$ cat config.mk
export PLATFORM = sky130hd
export DESIGN_NAME = fetch_unit_flat
export DESIGN_NICKNAME = d
export VERILOG_FILES = /design/src/rtl/fetch_unit_pkg.sv /design/src/rtl/fetch_unit_if.sv /design/src/rtl/fetch_skid_buffer.sv /design/src/rtl/fetch_unit.sv /design/src/flat_wrapper.sv
export SDC_FILE = /design/constraint.sdc
export NUM_CORES = 1
export LEC_CHECK = 0
export CAP_MARGIN = 20
export CORE_ASPECT_RATIO = 1.5
export CORE_MARGIN = 2
export CORE_UTILIZATION = 50
export CTS_CLUSTER_DIAMETER = 80
export DETAILED_ROUTE_END_ITERATION = 10
export PLACE_DENSITY = 0.78
export SLEW_MARGIN = 15
export SYNTH_ARGS = -nofsm -noshare
export SYNTH_HDL_FRONTEND = slang
export SYNTH_HIERARCHICAL = 1
export SYNTH_SLANG_ARGS = --single-unit
$ cat constraint.sdc
create_clock -name clock -period 2.3 [get_ports clock]
set_input_delay 0.46 -clock clock [delete_from_list [all_inputs] [get_ports clock]]
set_output_delay 0.46 -clock clock [all_outputs]
set_load 0.02 [all_outputs]
$ cat src/rtl/fetch_unit_pkg.sv
// Shared widths, opcodes and state encoding for the Risky fetch stage.
package fetch_unit_pkg;

   localparam int ADDRESS_SIZE     = 8;
   localparam int INSTRUCTION_SIZE = 16;
   localparam int OPCODE_MSB       = 15;
   localparam int OPCODE_LSB       = 12;

   typedef logic [ADDRESS_SIZE-1:0]          addr_t;
   typedef logic [INSTRUCTION_SIZE-1:0]      instr_t;
   typedef logic [OPCODE_MSB-OPCODE_LSB:0]   opcode_t;

   localparam opcode_t NOP  = 4'h0;
   localparam opcode_t HALT = 4'hF;

   localparam instr_t NOP_INSTRUCTION = {NOP, 12'h000};

   typedef enum logic {
      FETCH_RUN    = 1'b0,
      FETCH_HALTED = 1'b1
   } fetch_state_e;

   function automatic opcode_t opcode_of(instr_t word);
      return word[OPCODE_MSB:OPCODE_LSB];
   endfunction

endpackage

$ cat src/rtl/fetch_unit_if.sv
// Control, instruction-memory and pipeline-register signals of the fetch stage.
interface fetch_unit_if;
   import fetch_unit_pkg::*;

   logic   stall;
   logic   jump;
   addr_t  jump_address;
   instr_t imem_data;
   logic   imem_request;
   addr_t  imem_address;
   instr_t instruction;
   addr_t  pc;
   logic   halted;

   modport master (
      input  stall, jump, jump_address, imem_data,
      output imem_request, imem_address, instruction, pc, halted
   );

   modport slave (
      output stall, jump, jump_address, imem_data,
      input  imem_request, imem_address, instruction, pc, halted
   );

endinterface

$ cat src/rtl/fetch_skid_buffer.sv
// One-entry holding slot for a word that returns while the pipeline is stalled.
module fetch_skid_buffer
   import fetch_unit_pkg::*;
(
   input  logic   clock,
   input  logic   reset,
   input  logic   flush,
   input  logic   write,
   input  logic   read,
   input  instr_t write_instruction,
   input  addr_t  write_pc,
   output logic   valid,
   output instr_t instruction,
   output addr_t  pc
);

   logic   valid_d, valid_q;
   instr_t instruction_d, instruction_q;
   addr_t  pc_d, pc_q;

   // flush wins over write; write and read never coincide (stall vs. no stall)
   always_comb begin
      valid_d       = valid_q;
      instruction_d = instruction_q;
      pc_d          = pc_q;
      if (flush) begin
         valid_d = 1'b0;
      end else if (write) begin
         valid_d       = 1'b1;
         instruction_d = write_instruction;
         pc_d          = write_pc;
      end else if (read) begin
         valid_d = 1'b0;
      end
   end

   // entry storage
   always_ff @(posedge clock or negedge reset) begin
      if (!reset) begin
         valid_q       <= 1'b0;
         instruction_q <= NOP_INSTRUCTION;
         pc_q          <= '0;
      end else begin
         valid_q       <= valid_d;
         instruction_q <= instruction_d;
         pc_q          <= pc_d;
      end
   end

   assign valid       = valid_q;
   assign instruction = instruction_q;
   assign pc          = pc_q;

endmodule

$ cat src/rtl/fetch_unit.sv
// Fetch stage: owns the PC, issues 1-cycle-latency memory reads and
// registers each returned word with its address for the read stage.
//
// state        | meaning
// FETCH_RUN    | issuing reads, accepting returned words
// FETCH_HALTED | HALT seen; no issue, returns discarded, skid drains
module fetch_unit
   import fetch_unit_pkg::*;
(
   input logic          clock,
   input logic          reset,
   fetch_unit_if.master bus
);

   fetch_state_e state_d, state_q;
   addr_t        fetch_pc_d, fetch_pc_q;
   logic         inflight_valid_d, inflight_valid_q;
   addr_t        inflight_pc_d, inflight_pc_q;
   instr_t       instruction_d, instruction_q;
   addr_t        pc_d, pc_q;

   logic   running, issue, returning, halt_seen;
   logic   skid_valid, skid_write, skid_read, skid_flush;
   instr_t skid_instruction;
   addr_t  skid_pc;

   fetch_skid_buffer u_skid (
      .clock             (clock),
      .reset             (reset),
      .flush             (skid_flush),
      .write             (skid_write),
      .read              (skid_read),
      .write_instruction (bus.imem_data),
      .write_pc          (inflight_pc_q),
      .valid             (skid_valid),
      .instruction       (skid_instruction),
      .pc                (skid_pc)
   );

   // issue decision, return routing, jump redirect and halt detection
   always_comb begin
      running   = (state_q == FETCH_RUN);
      issue     = running && !bus.jump && !skid_valid && !(bus.stall && inflight_valid_q);
      returning = inflight_valid_q && running;
      halt_seen = returning && (opcode_of(bus.imem_data) == HALT);

      state_d          = state_q;
      fetch_pc_d       = fetch_pc_q;
      inflight_valid_d = issue;
      inflight_pc_d    = inflight_pc_q;
      instruction_d    = instruction_q;
      pc_d             = pc_q;
      skid_write       = 1'b0;
      skid_read        = 1'b0;
      skid_flush       = 1'b0;

      if (issue) begin
         inflight_pc_d = fetch_pc_q;
         fetch_pc_d    = fetch_pc_q + addr_t'(1);
      end

      if (bus.jump) begin
         fetch_pc_d    = bus.jump_address;
         skid_flush    = 1'b1;
         instruction_d = NOP_INSTRUCTION;
         pc_d          = '0;
         state_d       = FETCH_RUN;
      end else begin
         if (!bus.stall) begin
            if (skid_valid) begin
               instruction_d = skid_instruction;
               pc_d          = skid_pc;
               skid_read     = 1'b1;
            end else if (returning) begin
               instruction_d = bus.imem_data;
               pc_d          = inflight_pc_q;
            end else begin
               instruction_d = NOP_INSTRUCTION;
               pc_d          = '0;
            end
         end else if (returning) begin
            skid_write = 1'b1;
         end
         if (halt_seen) begin
            state_d = FETCH_HALTED;
         end
      end
   end

   // pipeline, PC and state registers
   always_ff @(posedge clock or negedge reset) begin
      if (!reset) begin
         state_q          <= FETCH_RUN;
         fetch_pc_q       <= '0;
         inflight_valid_q <= 1'b0;
         inflight_pc_q    <= '0;
         instruction_q    <= NOP_INSTRUCTION;
         pc_q             <= '0;
      end else begin
         state_q          <= state_d;
         fetch_pc_q       <= fetch_pc_d;
         inflight_valid_q <= inflight_valid_d;
         inflight_pc_q    <= inflight_pc_d;
         instruction_q    <= instruction_d;
         pc_q             <= pc_d;
      end
   end

   assign bus.imem_request = issue;
   assign bus.imem_address = fetch_pc_q;
   assign bus.instruction  = instruction_q;
   assign bus.pc           = pc_q;
   assign bus.halted       = (state_q == FETCH_HALTED);

endmodule

$ cat src/flat_wrapper.sv
// flat-port wrapper written by rule: the top's interface ports become plain ports
module fetch_unit_flat import fetch_unit_pkg::*;
  (clock, reset, bus_stall, bus_jump, bus_jump_address, bus_imem_data, bus_imem_request, bus_imem_address, bus_instruction, bus_pc, bus_halted);
  fetch_unit_if bus_i ();
  input logic clock;
  input logic reset;
  input wire logic [$bits(bus_i.stall)-1:0] bus_stall;
  input wire logic [$bits(bus_i.jump)-1:0] bus_jump;
  input wire logic [$bits(bus_i.jump_address)-1:0] bus_jump_address;
  input wire logic [$bits(bus_i.imem_data)-1:0] bus_imem_data;
  output wire logic [$bits(bus_i.imem_request)-1:0] bus_imem_request;
  output wire logic [$bits(bus_i.imem_address)-1:0] bus_imem_address;
  output wire logic [$bits(bus_i.instruction)-1:0] bus_instruction;
  output wire logic [$bits(bus_i.pc)-1:0] bus_pc;
  output wire logic [$bits(bus_i.halted)-1:0] bus_halted;
  assign bus_i.stall = bus_stall;
  assign bus_i.jump = bus_jump;
  assign bus_i.jump_address = bus_jump_address;
  assign bus_i.imem_data = bus_imem_data;
  assign bus_imem_request = bus_i.imem_request;
  assign bus_imem_address = bus_i.imem_address;
  assign bus_instruction = bus_i.instruction;
  assign bus_pc = bus_i.pc;
  assign bus_halted = bus_i.halted;
  fetch_unit u_core (.clock(clock), .reset(reset), .bus(bus_i));
endmodule
* Yosys cells after proc, flatten, opt, wreduce, memory -nomap -nowiden
Index checks and enable logic that the tools add are counted.
** Cells by class
- Eq/ne operators :: 2
- Shift operators :: 0
- Multiply operators :: 0
- Add/sub/neg operators :: 1
- Mux-type cells :: 22
- Order comparisons :: 0
- Divide/modulo/power cells :: 0
- Bitwise logic cells :: 2
- Reductions and logical operators :: 13
** Operators with widths (number)
- $mux W16 :: 4
- $mux W8 :: 6
- $mux W1 :: 12
- $add A8 B1 Y8 const B :: 1
- $logic_and A1 B1 Y1 :: 6
- $eq A4 B4 Y1 const B :: 1
- $reduce_bool A2 Y1 :: 2
- $logic_not A1 Y1 :: 3
- $reduce_bool A3 Y1 :: 1
- $ne A2 B1 Y1 const B :: 1
- $not A1 Y1 :: 2
- $reduce_and A2 Y1 :: 1
** Word-level totals
- Bits in read-only memories :: 0
- Logic and storage cells :: 49
- Register bits :: 67
- Input bits :: 28
- Memory bits (writable) :: 0
- Memories kept :: 0
- Latch bits :: 0

* Logic depth before layout (Yosys ltp)
Gate-level depths: netlist (run 1).
- Depth after elaboration :: 7
- Gate-level depth with buffers :: 7
- Gate-level depth less buffers :: 4

* Hierarchy
The synthesis (run 1) kept the hierarchy.
** Modules (own cells, without submodules)
- fetch_unit :: cells each 189, sequential area each 1051.0 um2, instances 1, area an instance 2020.7 um2
- fetch_skid_buffer :: cells each 56, sequential area each 625.6 um2, instances 1, area an instance 1051.0 um2

* Worst setup path before layout (run 1)
OpenSTA, ideal clock, no wires.
- Kind :: input to register
- Start :: in bus_stall
- End :: reg u_core.u_skid.instruction_q[0], in the netlist u_core/u_skid/instruction[0]
- Stages on the path :: 7
- Arrival time :: 1.915 ns
- Setup time :: 0.125 ns
- Path buffers :: 4
- Setup slack :: 0.260 ns
- Data required time :: 2.175 ns
- Cells stage by stage :: buf_6 > clkbuf_1 > nor4bb_1 > nor2b_4 > buf_6 > buf_12 > mux2_4
** On the way
- Longest elaborated chain between the ends :: 3
** Ends and longest elaborated chain
- from (decl) :: RTL line flat_wrapper.sv:7 : input wire logic [$bits(bus_i.stall)-1:0] bus_stall;
- $mux W1 :: RTL line fetch_unit.sv:69 : if (!bus.stall) begin
- $mux W1 :: RTL line fetch_unit.sv:62 : if (bus.jump) begin
- net u_core.skid_write :: RTL line fetch_unit.sv:23 : logic skid_valid, skid_write, skid_read, skid_flush;
- $reduce_and A2 Y1 (no line)
- to (signal assigned) :: RTL line fetch_skid_buffer.sv:45 : instruction_q <= instruction_d;
- to (decl) :: RTL line fetch_skid_buffer.sv:18 : instr_t instruction_d, instruction_q;
The timed path passes the listed nets, and every way through them passes these cells.
A chain may end at the register's enable or synchronous reset.

* Worst setup path in the final report (run 1)
- Start :: in bus_stall
- End :: out bus_imem_request
** On the way
- Longest elaborated chain between the ends :: 3
** Ends and longest elaborated chain
- $logic_and A1 B1 Y1 :: RTL line fetch_unit.sv:43 : issue = running && !bus.jump && !skid_valid && !(bus.stall && inflight_valid_q);
- $logic_not A1 Y1 :: RTL line fetch_unit.sv:43
- $logic_and A1 B1 Y1 :: RTL line fetch_unit.sv:43
- to (decl) :: RTL line flat_wrapper.sv:11 : output wire logic [$bits(bus_i.imem_request)-1:0] bus_imem_request;
Every way passes these cells.

==> results of run 1 <==
-- registers in the layout, indices dropped and copies added, names as in the netlist --
register	count
u_core/bus.pc	8
u_core/inflight_valid_q	1
u_core/u_skid/instruction	16
u_core/bus.halted	1
u_core/bus.imem_address	8
u_core/bus.instruction	16
u_core/u_skid/pc	8
u_core/u_skid/valid	1
u_core/inflight_pc_q	8
-- synth_stat cells, types with 2 or more instances --
cell type	n	area (µm²)
nor3b_1	3	22.52
or4_1	5	37.54
a31oi_1	4	25.02
buf_12	2	40.04
mux2_4	20	300.3
buf_2	2	10.01
o21ai_0	4	20.02
nor2_1	4	15.01
nand2_1	5	18.77
nand3_1	6	30.03
dfrtp_1	67	1677
o31ai_1	2	15.01
a221oi_1	25	219.0
a21oi_1	2	10.01
mux2_2	12	135.1
nor2b_1	24	150.1
nor3_1	23	115.1
inv_1	4	15.01
clkbuf_1	11	41.29
o211ai_1	2	15.01
buf_6	3	33.78
-- critical path, delay by kind of cell --
family | cells | cell delay [ns]
AOI/OAI and AO/OA | 1 | 0.34
buffers and inverters | 2 | 0.80
and+or+nand+nor | 1 | 0.12
-- power breakdown --
group	total, mW	switching [mW]	internal [mW]
sequential	1.57	0.161	1.41
combinational	0.715	0.294	0.421
clock	1.10	0.458	0.639
-- metal layers --
metal | wire length, µm | vias to the layer above | GRT usage
li1 | - | 1040 | -
met1 | 2674 | 1124 | 0.2684
met2 | 3349 | 66 | 0.3323
met3 | 301 | 11 | 0.05381
met4 | 111 | 0 | 0.08615
met5 | 0 | - | 0
-- logic make-up (layout without fill, tap and decap cells) --
logic type,after synthesis,in the layout,share of synthesized area
flops,67,67,0.5458
fa+ha+maj,1,1,0.004073
xor+xnor,1,1,0.002852
compound gates,41,41,0.1043
buf+inv,23,93,0.04684
mux,33,33,0.1450
simple gates,79,79,0.1511
-- worst max-delay path by stage --
stage               slack (ns)  depth (start not counted)                           end      start
CTS                       0.11                          4              bus_imem_request  bus_stall
floorplan                 0.26                          7  u_core/u_skid/instruction[0]  bus_stall
global route              0.09                          4              bus_imem_request  bus_stall
finish                    0.12                          4              bus_imem_request  bus_stall
detailed placement       -0.15                          4              bus_imem_request  bus_stall
global placement         -0.17                          4              bus_imem_request  bus_stall
-- cell usage in the layout, fill, tap and decap left out, types with 5 or more instances in the layout --
cell type	synthesis	final
nor2b_1	24	24
nor3_1	23	23
dfrtp_1	67	67
nand3_1	6	6
mux2_4	20	20
or4_1	5	5
buf_4	0	10
mux2_2	12	12
a221oi_1	25	25
nand2_1	5	5
clkbuf_8	0	10
clkdlybuf4s50_1	0	58
-- per-stage QoR --
step	TNS, ns	power (mW)	area, µm²
final	0	3.379	3981
after floorplan	0	2.012	3072
after global placement	-0.2013	2.267	3756
after global routing	0	3.542	3981
after detailed placement	-0.3490	2.300	3756
after CTS	0	3.406	3981
-- area by class of cell --
type                    count  area share
clock buffers              10     0.03457
clock inverters             6     0.02231
inverters                   4    0.003771
multi-input cells         155      0.3155
well taps                  74     0.02326
repair buffers             73      0.1794
flip-flops and latches     67      0.4211
==> reports/metrics.yaml, run 1 <==
outcome: "finished, final reports clean"
yosysSeqAreaShare: 0.5458
antenna_found_initial: 0
drive_gt1_frac: 0.2095
cp-end-kind: "output port"
synth_edf_count: 0
fin_worst_skew_ns: 0.01203
whs_ns: 0.08681
drt_wl_total_um: 6437
cellPowerDensity_nw_per_um2: 848.7
crit_path_start_kind: "input pin"
vdd_ir_drop_max_mv: 0.5454
cp.arrival_ns: 1.72
critPathMaxFanout: 2
antenna-diode-count: 0
reg2reg_slack_ns: 0.45
rr_worst_depth: 5
dieArea_um2: 6799
cts_max_path_buffers: 2
dpl.cell_count: 373
yosys_warnings: 6
max-slew-margin-rel: 0.6133
cts_tree: "done"
cp.required_ns: 1.84
fp.coreArea_um2: 6043
utilization: 0.6588
vias: 2241
yosys_register_bits: 67
nets: 339
max_freq_mhz: 458.0
cts_made_buffers: 9
slowest_delay_ns: 0.45
cellLeakagePower_nw: 1.670
seq_area_um2: 1677
num-fill-cells: 481
finalSetupViolations: 0
cap_violations: 0
firstDrtPassIters: 5
hold_path.class: "input pin to asynchronous set/reset pin"
critical_path_class: "input pin to output port"
post_cts_resize_count: 1
syn_area_um2: 3072
ctsRootBufferMaster: "clkbuf_8"
crit_path_top_delay_cell: "clkdlybuf4s50_1"
ios: 62
grt_pass1_wl_um: 10680
gp_congestion: 0.7094
finalCritPeriodShare: 0.9492
period_minus_slack_ns: 2.183
portBuffers: 61
hpwl_um: 4293
start_util: 0.5083
syn_to_final_growth_pct: 29.61
pre_cts_ws_ns: -0.1521
fp.dieW_um: 68.00
syn-num-nets: 274
r2r-end: "u_core/bus.instruction[1]"
post-cts-setup-buffer-count: 0
grt_pass1_vias: 2246
gr-total-overflow: 0
postRouteAntennaNets: 0
num_rows: 35
synth_top_flop_cell: "dfrtp_1"
multi_input_comb_area_um2: 1256
h-tree-depth: 3
holdBufCountCts: 0
synth.distinct_cells: 36
syn_area_per_cell_um2: 12.54
hold_viol_final: 0
worst_slack_ns: 0.1168
grt_start_max_net_pins: 51
grt_setup_unrepaired: "false"
synth_async_sr_flop_share: 1.000
instances_no_fill: 389
slew_violations: 0
netlist_instances: 245
wl_per_cell_um: 16.55
fp.dieH_um: 100.0
worst-slew-pin-transition_ns: 0.5775
drt_iter0_drc: 196
rr_startpoint: "u_core/u_skid/valid"
drc_errors: 0
clk_pin_slew_ns: 0.08
insertion_delay_ns: 0.35
avgViaCountPerCell: 5.761
grt_usage: 0.2092
clkSinkCount: 67
crit_path_cell_trace: "clkdlybuf4s50_1 > a211o_1 > nor2_2 > dlygate4sd2_1"
(Power assumes the default switching activity.)
==> inputs of run 2 (changes only) <==
CORE_UTILIZATION = 32   (was 50)
PLACE_DENSITY = default   (was 0.78)
PLACE_DENSITY_LB_ADDON = 0.15   (was default)
SKIP_CTS_REPAIR_TIMING = 1   (was default)
==> run 2 against run 1 <==
Clock-buffer cell count up 5. Non-clock buffer count is the same. Die area grew 53%. Worst setup slack better by 0.27 ns. Maximum frequency is 14% higher. Critical path depth is 2 lower. Via count down 1.6%. Sequential power barely moved. Critical path type is now flip-flop to output port. Highest routed layer unchanged.
==> reports/metrics.yaml, run 2 (synthesis results as in run 1) <==
outcome: "finished, final reports clean"
grt_pass1_vias: 2255
start_util: 0.3300
drt_iter0_drc: 138
internal_power_mw: 2.753
rr_startpoint: "u_core/bus.halted"
h-tree-depth: 3
drc_errors: 0
cts_max_path_buffers: 2
final_common_cell: "dfrtp_1"
vias: 2205
cap_violations: 0
gr-total-overflow: 0
nets: 339
grt_pass1_wl_um: 11710
fp.coreArea_um2: 9308
whs_ns: 0.1759
portBuffers: 61
clkSinkCount: 67
switchingPower_mw: 0.9245
cts_made_buffers: 9
hold_viol_final: 0
firstDrtPassIters: 4
fin_worst_skew_ns: 0.005184
pre_cts_ws_ns: 0.1711
fp.dieH_um: 124.0
period_minus_slack_ns: 1.913
multi_input_comb_area_um2: 1256
num-fill-cells: 869
cellLeakagePower_nw: 1.714
critPathMaxFanout: 6
hpwl_um: 4615
clkPwrFrac: 0.381
seqPwrFrac: 0.427
rr_worst_depth: 5
r2r-end: "u_core/u_skid/instruction[11]"
grt_usage: 0.1455
cts_tree: "done"
syn_to_final_growth_pct: 32.95
wl_per_cell_um: 16.77
avgViaCountPerCell: 5.164
instances_no_fill: 427
finalSetupViolations: 0
fp.dieW_um: 84.00
ios: 62
max-slew-margin-rel: 0.5822
final_cell_mix: "dfrtp_1 (67), clkdlybuf4s50_1 (57), a221oi_1 (25), nor2b_1 (24), nor3_1 (23)"
antenna_found_initial: 0
critical_path_class: "flip-flop to output port"
sw_frac_of_total: 0.2514
drt_wl_total_um: 7160
grt_start_max_net_pins: 51
antenna-diode-count: 0
seq_area_um2: 1677
worst_slack_ns: 0.3868
hold_path.class: "input pin to asynchronous set/reset pin"
grt_setup_unrepaired: "false"
endpoint: "bus_halted"
clk_pin_slew_ns: 0.05
cp-startpoint: "u_core/bus.halted"
vdd_ir_drop_max_mv: 0.4731
dpl.cell_count: 411
ctsRootBufferMaster: "clkbuf_16"
cp.required_ns: 1.84
insertion_delay_ns: 0.33
gp_congestion: 0.7029
num_rows: 43
finalCritPeriodShare: 0.8318
cp.arrival_ns: 1.45
postRouteAntennaNets: 0
utilization: 0.4388
power_frac_comb: 0.192
reg2reg_slack_ns: 0.39
max_freq_mhz: 522.7
cellPowerDensity_nw_per_um2: 900.4
worst-slew-pin-transition_ns: 0.6240
dieArea_um2: 10420
crit_path_start_kind: "flip-flop"
drive_gt1_frac: 0.2032
slew_violations: 0
cp-end-kind: "output port"
==> run 2: worst max-delay path: stages, from the launching register on <==
cell             delay [ns]
dfrtp_1                0.35
buf_4                  0.14
clkdlybuf4s50_1        0.63
==> run 2: per-layer routing <==
metal	track usage	wire [µm]	vias to the layer above
li1	-	-	1049
met3	0.03115	291	7
met5	0	0	-
met4	0.06956	95	0
met2	0.2300	3504	51
met1	0.1912	3268	1098
==> run 2: how the worst min path moves through the flow <==
stage,startpoint,slack [ns],cells past startpoint,endpoint
after floorplan,reset,0.16,0,u_core/bus.halted
after global placement,u_core/u_skid/instruction[15],0.49,1,u_core/u_skid/instruction[15]
after detailed placement,u_core/u_skid/instruction[1],0.50,1,u_core/u_skid/instruction[1]
after CTS,reset,0.19,2,u_core/bus.instruction[13]
after global routing,reset,0.22,2,u_core/bus.instruction[9]
final,reset,0.18,2,u_core/bus.instruction[9]
==> run 2: cell type report <==
| class | count | share of cell area |
|---|---|---|
| flip-flops and latches | 67 | 0.4105 |
| multi-input cells | 155 | 0.3076 |
| repair buffers | 73 | 0.1685 |
| clock buffers | 15 | 0.06801 |
| well taps | 112 | 0.03431 |
| clock inverters | 1 | 0.007353 |
| inverters | 4 | 0.003676 |
==> run 2: metrics by stage <==
stage / TNS [ns] / instance area [µm²] / power (mW)
after floorplan: 0 / 3072 / 2.012
final: 0 / 4084 / 3.677
after detailed placement: 0 / 3774 / 2.297
after global placement: 0 / 3774 / 2.280
after CTS: -0.02168 / 4081 / 3.736
after global routing: 0 / 4084 / 3.861
==> run 2: power by group through the flow <==
stage	logic, mW	registers, mW	clock network (mW)
floorplan	0.411	1.60	0
global placement	0.702	1.58	0
detailed placement	0.713	1.58	0
CTS	0.718	1.57	1.45
global route	0.773	1.60	1.49
finish	0.707	1.57	1.40
==> inputs of run 3 (changes only) <==
clock period = 1.66 ns   (was 2.3 ns; I/O delays follow)
==> run 3 against run 2 <==
The flow now finishes with violations (negative setup slack). Largest cell class unchanged. Register-to-register slack worse by 0.47 ns. Non-clock buffer count up 15. Largest power group unchanged. Routed wire length grew 5.2%.
==> reports/metrics.yaml, run 3 (synthesis results as in run 1) <==
drt_iter0_drc: 146
grt_setup_unrepaired: "true"
clk_pin_slew_ns: 0.06
utilization: 0.4693
cts_tree: "done"
max_freq_mhz: 573.1
dieArea_um2: 10420
clkSinkCount: 67
finalSetupViolations: 25
antenna-diode-count: 0
wl_per_cell_um: 17.04
cts_made_buffers: 9
worst_slack_ns: -0.08501
insertion_delay_ns: 0.33
gp_congestion: 0.7142
cellLeakagePower_nw: 2.052
drt_wl_total_um: 7532
pre_cts_ws_ns: -0.2107
hold_viol_final: 0
firstDrtPassIters: 4
hpwl_um: 4846
critical_path_class: "flip-flop to flip-flop"
num_rows: 43
grt_start_max_net_pins: 51
period_minus_slack_ns: 1.745
ctsRootBufferMaster: "clkbuf_16"
critPathMaxFanout: 8
whs_ns: 0.3650
worst-slew-pin-transition_ns: 0.4869
nets: 354
portBuffers: 61
drive_gt1_frac: 0.2606
grt_usage: 0.1528
vdd_ir_drop_max_mv: 0.6687
final_common_cell: "dfrtp_1"
drc_errors: 0
slowest_delay_ns: 0.41
cp.arrival_ns: 1.96
cap_violations: 0
hold_path.class: "input pin to asynchronous set/reset pin"
crit_buf_inv: 2
vias: 2307
crit_path_top_delay_cell: "dfrtp_2"
ios: 62
cp-end-kind: "flip-flop"
fp.dieW_um: 84.00
fp.dieH_um: 124.0
start_util: 0.3300
cp.required_ns: 1.88
cp_top_family: "simple AND/OR/NAND/NOR gates"
postRouteAntennaNets: 0
violations: "negative setup slack"
max-slew-margin-rel: 0.6754
cellPowerDensity_nw_per_um2: 1214
setup_tns_ns: -1.557
cts_max_path_buffers: 2
outcome: "finished, violations left"
fin_worst_skew_ns: 0.004781
grt_pass1_vias: 2345
slew_violations: 0
h-tree-depth: 3
avgViaCountPerCell: 5.219
fp.coreArea_um2: 9308
final_cell_mix: "dfrtp_1 (66), clkdlybuf4s50_1 (38), a221oi_1 (25), nor2b_1 (24), mux2_4 (24)"
grt_pass1_wl_um: 12190
crit_path_cell_trace: "buf_6 > nor4bb_4 > nor2b_4 > clkbuf_16 > mux2_4"
antenna_found_initial: 0
finalCritPeriodShare: 1.051
crit_path_start_kind: "flip-flop"
syn_to_final_growth_pct: 42.20
gr-total-overflow: 0
-- run 3: cell types whose count changed in the layout (fill, tap and decap cells not counted), sizes merged --
cell | previous run | this run
buf | 15 | 29
bufinv | 1 | 2
clkbuf | 15 | 13
clkdlybuf4s50 | 57 | 38
clkinv | 0 | 3
dlygate4sd3 | 0 | 1
dlymetal6s2s | 1 | 18
-- run 3: per-layer routing --
layer | GRT usage | up-vias | share of wire | routed length [µm]
li1 | - | 1077 | - | -
met1 | 0.1977 | 1149 | 0.45 | 3420
met2 | 0.2365 | 68 | 0.48 | 3593
met3 | 0.04307 | 13 | 0.044 | 329
met4 | 0.07460 | 0 | 0.025 | 189
met5 | 0 | - | 0 | 0
-- run 3: layout make-up --
cell class / count / area [µm²]
inverters: 4 / 15.01
fillers: 880 / 4940
flip-flops and latches: 67 / 1678
well taps: 112 / 140.1
clock buffers: 11 / 252.7
clock inverters: 5 / 75.07
multi-input cells: 155 / 1306
repair buffers: 88 / 900.9
-- run 3: final timing paths --
check                                             start                            to  slack [ns]  depth (start not counted)
setup / recovery                      u_core/bus.halted  u_core/u_skid/instruction[9]       -0.09                          5
hold / removal                                    reset     u_core/bus.instruction[9]        0.36                          2
setup reg to reg                      u_core/bus.halted  u_core/u_skid/instruction[9]       -0.09                          5
hold reg to reg            u_core/u_skid/instruction[1]  u_core/u_skid/instruction[1]        0.51                          1
max in group asynchronous                         reset  u_core/u_skid/instruction[1]        0.76                          3
min in group clock                             bus_jump    u_core/bus.imem_address[4]        0.47                          3
-- run 3: report_power, final --
group	leakage (nW)	internal (mW)	switching, mW	total [mW]
sequential	0.831	1.95	0.211	2.16
combinational	1.06	0.634	0.435	1.07
clock	0.165	1.39	0.684	2.07
total	2.05	3.97	1.33	5.30
-- run 3: per-stage QoR --
step,power [mW],cells,cell area (µm²)
floorplan,2.796,245,3103
global placement,3.201,420,3887
detailed placement,3.226,420,3887
CTS,5.345,436,4215
global route,5.574,442,4368
finish,5.302,442,4368
-- run 3: worst register-to-register path: stages (launching register included) --
cell       delay [ns]
dfrtp_2          0.41
buf_6            0.13
nor4bb_4         0.28
nor2b_4          0.30
clkbuf_16        0.21
mux2_4           0.30
